===== src/rtl/hack_pkg.sv =====
// Shared types and widths for the Hack boot/run sequencer.
// HACK_HALT_DETECT_EN (see hack_boot_ctrl) enables the idle-loop detector.
package hack_pkg;

  localparam int INSTR_W         = 16;
  localparam int HACK_ROM_ADDR_W = 15;

  typedef enum logic [2:0] {
    ST_IDLE,
    ST_LOAD,
    ST_FLUSH,
    ST_RUN,
    ST_HALT,
    ST_ERR
  } boot_state_t;

endpackage


===== src/rtl/hack_halt_detect.sv =====
// Idle-loop detector: flags a halt once pc has repeated with period 1 or 2
// for HALT_CYCLES consecutive cycles. Only built under HACK_HALT_DETECT_EN.
module hack_halt_detect
  import hack_pkg::*;
#(
  parameter int HALT_CYCLES = 4
) (
  input  logic               clk,
  input  logic               reset,
  input  logic               clr,
  input  logic [INSTR_W-1:0] pc,
  output logic               halt
);

  localparam int CNT_W = $clog2(HALT_CYCLES + 1);

  logic [INSTR_W-1:0] pc_d1;
  logic [INSTR_W-1:0] pc_d2;
  logic               valid_d1;
  logic               valid_d2;
  logic [CNT_W-1:0]   hcnt;
  logic               match;

  // Comparing against pc two cycles back catches both a self-jump and a two-word loop.
  assign match = valid_d2 && (pc == pc_d2);
  assign halt  = match && (hcnt == CNT_W'(HALT_CYCLES - 1));

  always_ff @(posedge clk) begin
    if (reset || clr) begin
      pc_d1    <= '0;
      pc_d2    <= '0;
      valid_d1 <= 1'b0;
      valid_d2 <= 1'b0;
      hcnt     <= '0;
    end else begin
      pc_d1    <= pc;
      pc_d2    <= pc_d1;
      valid_d1 <= 1'b1;
      valid_d2 <= valid_d1;
      hcnt     <= match ? hcnt + 1'b1 : '0;
    end
  end

endmodule


===== src/rtl/hack_boot_ctrl.sv =====
// Boot and run sequencer: streams a program into instruction ROM, then runs the CPU.
// Define HACK_HALT_DETECT_EN to build the idle-loop halt detector and HALT state.
module hack_boot_ctrl
  import hack_pkg::*;
#(
  parameter int ADDR_W      = HACK_ROM_ADDR_W,
  parameter int HALT_CYCLES = 4
) (
  input  logic               clk,
  input  logic               reset,
  input  logic               start,
  input  logic               in_valid,
  output logic               in_ready,
  input  logic [INSTR_W-1:0] in_data,
  input  logic               in_last,
  output logic               rom_we,
  output logic [ADDR_W-1:0]  rom_addr,
  output logic [INSTR_W-1:0] rom_wdata,
  input  logic [INSTR_W-1:0] pc,
  output logic               cpu_reset,
  output logic               done,
  output logic               err,
  output logic [31:0]        run_cycles
);

  boot_state_t       state;
  boot_state_t       next;
  logic [ADDR_W-1:0] wcnt;
  logic              hs;
  logic              load_entry;
  logic              halt;

`ifdef HACK_HALT_DETECT_EN
  hack_halt_detect #(
    .HALT_CYCLES(HALT_CYCLES)
  ) u_halt_detect (
    .clk  (clk),
    .reset(reset),
    .clr  (state != ST_RUN),
    .pc   (pc),
    .halt (halt)
  );
`else
  logic unused_cfg;
  assign halt       = 1'b0;
  assign done       = 1'b0;
  assign unused_cfg = (^pc) ^ (HALT_CYCLES > 0);
`endif

  assign in_ready   = (state == ST_LOAD);
  assign hs         = in_ready && in_valid;
  assign load_entry = (next == ST_LOAD) && (state != ST_LOAD);

  // start in RUN outranks a halt seen in the same cycle.
  always_comb begin
    next = state;
    case (state)
      ST_IDLE:  if (start) next = ST_LOAD;
      ST_LOAD: begin
        if (hs) begin
          if (in_last)         next = ST_FLUSH;
          else if (&wcnt)      next = ST_ERR;
        end
      end
      ST_FLUSH: next = ST_RUN;
      ST_RUN: begin
        if (start)             next = ST_LOAD;
        else if (halt)         next = ST_HALT;
      end
      ST_HALT:  if (start) next = ST_LOAD;
      ST_ERR:   if (start) next = ST_LOAD;
      default:  next = ST_IDLE;
    endcase
  end

  // Status outputs are decoded from the next state so they line up with the state register.
  always_ff @(posedge clk) begin
    if (reset) begin
      state      <= ST_IDLE;
      cpu_reset  <= 1'b1;
      err        <= 1'b0;
`ifdef HACK_HALT_DETECT_EN
      done       <= 1'b0;
`endif
      rom_we     <= 1'b0;
      rom_addr   <= '0;
      rom_wdata  <= '0;
      wcnt       <= '0;
      run_cycles <= '0;
    end else begin
      state     <= next;
      cpu_reset <= (next != ST_RUN);
      err       <= (next == ST_ERR);
`ifdef HACK_HALT_DETECT_EN
      done      <= (next == ST_HALT);
`endif
      rom_we    <= hs;
      if (hs) begin
        rom_addr  <= wcnt;
        rom_wdata <= in_data;
        wcnt      <= wcnt + 1'b1;
      end
      if (load_entry) begin
        wcnt       <= '0;
        run_cycles <= '0;
      end else if ((state == ST_RUN) && (run_cycles != 32'hFFFF_FFFF)) begin
        run_cycles <= run_cycles + 32'd1;
      end
    end
  end

endmodule


===== config.mk =====
export PLATFORM = sky130hd
export DESIGN_NAME = hack_boot_ctrl
export DESIGN_NICKNAME = d
export VERILOG_FILES = /design/src/rtl/hack_pkg.sv /design/src/rtl/hack_halt_detect.sv /design/src/rtl/hack_boot_ctrl.sv
export SDC_FILE = /design/constraint.sdc
export NUM_CORES = 1
export LEC_CHECK = 0
export ABC_AREA = 1
export CAP_MARGIN = 20
export CORE_MARGIN = 4
export CORE_UTILIZATION = 50
export CTS_CLUSTER_SIZE = 12
export DETAILED_ROUTE_END_ITERATION = 16
export HOLD_SLACK_MARGIN = 0.15
export PLACE_DENSITY = 0.9
export SYNTH_ARGS = -nofsm -noshare
export SYNTH_HDL_FRONTEND = slang
export SYNTH_SLANG_ARGS = --single-unit

===== constraint.sdc =====
create_clock -name clk -period 4.15 [get_ports clk]
set_clock_uncertainty 0.2 [all_clocks]
set_input_delay 0.6225 -clock clk [delete_from_list [all_inputs] [get_ports clk]]
set_output_delay 0.6225 -clock clk [all_outputs]
set_load 0.05 [all_outputs]

==> results.md, run 1 <==
- CTS Hold Bufs: 0
- Met2 Usage GRT: 36.8%
- Max cap viols: 0
- Met1 usage: 26.4%
- Total length of routed wires: 10.9 mm
- Yosys warnings: 0
- Aggregate global routing overflow: 0
- Commonest non-fill, non-tap cells in the layout: 193 x nand2_1, 128 x nor2_1, 87 x clkdlybuf4s50_1
- Mean Syn Cell Area: approximately 6.7 sq um
- Final Hold Viols: 0
- Post-layout minimum cycle time: 2.67 ns
- Pin count of the biggest net entering global routing: 36
- Rows: 33
- Clock power frac: a little over a third
- CTS tree: done
- Seq cells post-synth: between 80 and 90
- Nets: 755
- Post-CTS Resized: 0
- Most common cell after layout, fill and taps aside: nand2_1
- Worst Tran Pin Value: 0.748 ns
- Crit path required time: 3.33 ns
- # DRC: 0
- Worst path max stage delay: 0.84 ns
- CP max FO: 5
- Initial core utilization: 51.9%
- Initial DRC count: 251
- Syn_nets: 674
- Core area: 8260 sq um
- Area Growth Syn to Fin: 25.4%
- CTS H-tree lvls: 3
- Setup violators final: 0
- CTS root buf: clkbuf_8
- Pwr per Cell Area: 318 nW/um^2
- Yosys cell types: 28
- First-pass GRT wire length: 17.9 mm
- Cells along the critical path: nand2_1 > nor2_1 > clkdlybuf4s50_1
- Tcrit/Tclk final: 64.3%
- RSZ-0062 raised after global routing: no
- Via count: around 4200
- Post-CTS Setup Bufs: 0
- DR WL/cell: 13.2 um
- Port bufs: 87
- Die height: approximately 100 um
- Synth Instances: 635
- Switching part of the total power: 32.4%
- Worst EP arrival: 1.84 ns
- Hold Crit Class: flip-flop to flip-flop
- Crit start category: flip-flop
- Final ANT Viol Nets: 0
- Buf/Inv on CP: 1
- IO Pins: 105
- Clock insertion delay at the later pin of the skew report: 0.37 ns
- Critical path class: flip-flop to output pin
- Chip width: about 100 um
- GPL Wtd Cong: 0.935
- Vias in the first global route: 3947
- Relative slew slack: 50.1%
- CTS Sinks: 84
- Setup WS pre-CTS: about 1.3 ns
- Leakage dissipation: 1.92 nW
- Maximum VDD drop: 0.200 mV
- Worst-path clk slew: 0.10 ns
- Sequential share of power: 49.5%
- Status: complete, no violations
- Met3 usage: 4.36%
- Setup TNS: 0 ns
- Slew Viols, Final: 0
- Internal power: 1.16 mW
- CTS Buf Count: 9
- Proportion of layout cells with a drive suffix above 1: 9.71%
- CP delay by family, top: buffers and inverters
- Most used routing layer: met2
- P_sw: ~550 uW
- Max clock buf depth: 2
- Register area share after synthesis: between 30% and 40%
- DR vias/cell: 5.13
- Total track usage: 21.6%
- Pre-antenna DRT Iters: 5
- Comb power frac: between 10% and 20%
- Detailed Place HPWL: 7.83 mm
- Kind of end point of the critical path: output pin
- Fmax: 375 MHz
- Slowest-stage cell, CP: clkdlybuf4s50_1
- # diodes: 0
- Antenna violations before repair: 0
- Final worst setup slack: 1.48 ns
- Die area: 10100 sq um
- Post-Syn Area: 4290 sq um
==> worst min-delay path, stage by stage, from the launching register on <==
cell and delay [ns]:
dfxtp_1 0.32, nand2_1 0.06, a21oi_1 0.05
==> cell type report <==
class                      instances  area, sq um
tap                              105          131
clock inverter                     7         76.3
sequential                        84         1680
clock buffer                       9          124
timing repair buffer              91          901
fill                             674         2890
multi-input combinational        487         2300
inverter                          43          161
==> final timing paths <==
kind | slack [ns] | cells past startpoint | start | end
hold / removal | 0.27 | 2 | rom_addr[2] | rom_addr[2]
setup reg to reg | 1.64 | 10 | run_cycles[0] | run_cycles[11]
hold reg to reg | 0.27 | 2 | rom_addr[2] | rom_addr[2]
setup / recovery | 1.48 | 3 | state[0] | in_ready
==> cell families (layout without fill, tap and decap cells) <==
| group | count (synthesis) | after routing | synth area share, % |
|---|---|---|---|
| buffers and inverters | 64 | 150 | 7.27 |
| DFF | 84 | 84 | 39.2 |
| and+or+nand+nor | 391 | 391 | 38.4 |
| adders and majority gates | 2 | 2 | 0.584 |
| other | 1 | 1 | 0.0875 |
| xor gates and xnor gates | 21 | 21 | 4.29 |
| AOI/OAI and AO/OA | 72 | 72 | 10.2 |
==> Yosys cell counts <==
cell type / number / area [sq um]
a21oi_1: 19 / 95.1
a21oi_2: 20 / 175
buf_12: 3 / 60.1
buf_2: 6 / 30.0
buf_4: 4 / 30.0
clkbuf_1: 8 / 30.0
clkinv_1: 1 / 3.75
conb_1: 1 / 3.75
dfxtp_1: 84 / 1680
ha_1: 2 / 25.0
inv_1: 39 / 146
inv_2: 3 / 11.3
nand2_1: 194 / 728
nand2_2: 14 / 87.6
nand2_4: 3 / 33.8
nand3_1: 26 / 130
nand3_2: 1 / 10.0
nand3b_1: 5 / 37.5
nand4_1: 8 / 50.1
nor2_1: 129 / 484
nor2_2: 3 / 18.8
nor2_4: 3 / 33.8
nor3_1: 4 / 20.0
nor3_2: 1 / 10.0
o21ai_0: 28 / 140
o21ai_1: 5 / 25.0
xnor2_1: 11 / 96.3
xor2_1: 10 / 87.6
==> metrics by stage <==
step / std cells / hold WS (ns) / utilization (%) / instance area (sq um) / power, mW
floorplan: 635 / 0.254 / - / 4290 / 1.05
global placement: 810 / 0.248 / 62.6 / 5170 / 1.13
detailed placement: 810 / 0.254 / 62.6 / 5170 / 1.13
CTS: 826 / 0.270 / 65.1 / 5370 / 1.72
global route: 826 / 0.292 / 65.1 / 5370 / 1.77
finish: 826 / 0.267 / 65.1 / 5370 / 1.71
==> layer usage <==
layer	vias to the layer above	routed length, um
li1	2148	-
met1	1918	4780
met2	158	5190
met3	15	743
met4	0	198
met5	-	0
==> power by group through the flow <==
stage                     registers [mW]  logic, mW  clock network [mW]
after floorplan                    0.948     0.0984                   0
after global placement             0.863      0.263                   0
after detailed placement           0.865      0.269                   0
after CTS                          0.846      0.270               0.605
after global routing               0.850      0.286               0.635
final                              0.847      0.268               0.595
==> state kept, by name (all words and copies together), names as in the netlist <==
register and flops:
wcnt 15, run_cycles 32, rom_addr 15, err 1
cpu_reset 1, rom_wdata 16, state 3, rom_we 1
(Power assumes the default switching activity.)
==> inputs of run 2 (changes only) <==
--- a/config.mk
+++ b/config.mk
@@ -8,11 +8,11 @@
 export ABC_AREA = 1
 export CAP_MARGIN = 20
 export CORE_MARGIN = 4
-export CORE_UTILIZATION = 50
+export CORE_UTILIZATION = 45
 export CTS_CLUSTER_SIZE = 12
 export DETAILED_ROUTE_END_ITERATION = 16
 export HOLD_SLACK_MARGIN = 0.15
-export PLACE_DENSITY = 0.9
+export PLACE_DENSITY = 0.86
 export SYNTH_ARGS = -nofsm -noshare
 export SYNTH_HDL_FRONTEND = slang
 export SYNTH_SLANG_ARGS = --single-unit
==> constraint.sdc (replaced) <==
create_clock -name clk -period 2.4 [get_ports clk]
set_clock_uncertainty 0.2 [all_clocks]
set_input_delay 0.36 -clock clk [delete_from_list [all_inputs] [get_ports clk]]
set_output_delay 0.36 -clock clk [all_outputs]
set_load 0.05 [all_outputs]
==> results.md, run 2 (synthesis results as in run 1) <==
- IO Pins: 105 (unchanged)
- CTS root buf: clkbuf_8
- Status: complete, no violations
- Chip width: 106 um (+5.0%)
- Relative slew slack: 64.6% (+15 points)
- Max clock buf depth: 2 (unchanged)
- Switching part of the total power: 30.8% (-1.5 points)
- CP delay by family, top: buffers and inverters
- Buf/Inv on CP: 1 (unchanged)
- Pin count of the biggest net entering global routing: 33 (-8.3%)
- Sequential share of power: 48.2% (-1.3 points)
- Internal power: 2.10 mW (+81%)
- DP Area: 5270 sq um (+1.8%)
- Comb power frac: 15.9% (+0.2 points)
- Cells along the critical path: clkdlybuf4s50_1
- CP max FO: 6 (+1)
- Post-CTS Resized: 0 (unchanged)
- GPL Wtd Cong: 0.924 (-1.2%)
- # diodes: 0 (unchanged)
- Maximum VDD drop: 0.398 mV (+99%)
- Post-CTS Setup Bufs: 0 (unchanged)
- Commonest non-fill, non-tap cells in the layout: 193 x nand2_1, 128 x nor2_1, 86 x clkdlybuf4s50_1
- Nets: 762 (+0.93%)
- Initial DRC count: 240 (-4.4%)
- Leakage dissipation: 1.96 nW (+2.3%)
- Worst EP arrival: 1.75 ns (-0.09 ns)
- Detailed Place HPWL: 8.25 mm (+5.4%)
- Setup violators final: 0 (unchanged)
- P_sw: 936 uW (+69%)
- Die height: 106 um (+5.0%)
- Proportion of layout cells with a drive suffix above 1: 10.7% (+1.0 points)
- Setup TNS: 0 ns (unchanged)
- Clock insertion delay at the later pin of the skew report: 0.36 ns (about the same)
- Worst-path clk slew: 0.10 ns (about the same)
- Largest register FFs: 32 (unchanged)
- Die area: 11100 sq um (+10%)
- Aggregate global routing overflow: 0 (unchanged)
- Area Growth Syn to Fin: 27.6%
- Initial core utilization: 46.4% (-5.5 points)
- Slowest-stage cell, CP: clkdlybuf4s50_1
- Fmax: ~430 MHz
- CTS Buf Count: 9 (unchanged)
- Clock power frac: 35.8% (+1.0 points)
- Port bufs: 87 (unchanged)
- Tcrit/Tclk final: 96.3%
- Worst Tran Pin Value: 0.529 ns (-0.218 ns)
- Core Util, Final: 59.2% (-5.9 points)
- Max cap viols: 0 (unchanged)
- Critical path class: flip-flop to output pin
- CTS H-tree lvls: 3 (unchanged)
- Total track usage: 20.3% (-1.3 points)
- CTS Sinks: 84 (unchanged)
- RSZ-0062 raised after global routing: no
- Pwr per Cell Area: 555 nW/um^2 (+74%)
- First-pass GRT wire length: 18.8 mm (+4.9%)
- Crit path required time: 1.84 ns (-1.49 ns)
- Top reg by flops: run_cycles
- Total length of routed wires: 11.3 mm (+3.6%)
- Final ANT Viol Nets: 0 (unchanged)
- Core area: 9240 sq um (+12%)
- CTS tree: done
- Rows: 35 (+6.1%)
- DR WL/cell: 13.2 um (-0.10%)
- # DRC: 0 (unchanged)
- Antenna violations before repair: 0 (unchanged)
- Most common cell after layout, fill and taps aside: nand2_1
- Worst path max stage delay: 0.87 ns (+0.03 ns)
- Via count: 4292 (+1.3%)
- Final Hold Viols: 0 (unchanged)
- Final Cell Area: 5470 sq um (+1.8%)
- Post-layout minimum cycle time: between 2 and 2.5 ns
- DR vias/cell: 5.01 (-2.4%)
- Pre-antenna DRT Iters: 4 (-1)
- CTS Hold Bufs: 0 (unchanged)
- Filler cells: 816 (+21%)
- Crit start category: flip-flop
- Slew Viols, Final: 0 (unchanged)
- Vias in the first global route: 4032 (+2.2%)
- Biggest regs: run_cycles: 32 flops, rom_wdata: 16 flops
- Hold Crit Class: flip-flop to flip-flop
- Kind of end point of the critical path: output pin
-- run 2: stage by stage --
stage	hold slack [ns]	power (mW)	instances	worst slack [ns]
detailed placement	0.249	1.98	841	0.282
finish	0.291	3.03	857	0.0889
global placement	0.245	1.96	841	0.376
global route	0.316	3.16	857	0.0634
floorplan	0.229	1.81	635	0.0762
CTS	0.283	3.05	857	0.110
-- run 2: area by class of cell --
class	count	area, sq um	share of cell area, %
multi-input combinational	487	2300	42.0
clock inverter	7	81.3	1.49
sequential	84	1680	30.7
tap	129	161	2.95
inverter	43	161	2.95
clock buffer	9	124	2.26
timing repair buffer	98	963	17.6
-- run 2: power groups by stage --
stage	combinational [mW]	clock, mW	sequential, mW
after global placement	0.471	0	1.49
after global routing	0.515	1.17	1.47
final	0.484	1.09	1.46
after CTS	0.486	1.10	1.46
after floorplan	0.170	0	1.64
after detailed placement	0.483	0	1.50
-- run 2: path summary, 6_finish.rpt --
check | cells past startpoint | slack (ns) | startpoint | end
max | 1 | 0.09 | run_cycles[22] | run_cycles[22]
min | 2 | 0.29 | rom_addr[6] | rom_addr[6]
max reg2reg | 10 | 0.27 | run_cycles[1] | run_cycles[9]
min reg2reg | 2 | 0.29 | rom_addr[6] | rom_addr[6]
-- run 2: layer usage --
metal  vias up  global-route usage, %  share of wire (%)
met1      1962                   25.4                 43
met3        27                   4.10                5.5
met2       135                   33.9                 48
met4         0                   9.07                3.0
li1       2168                      -                  -
met5         -                      0                  0
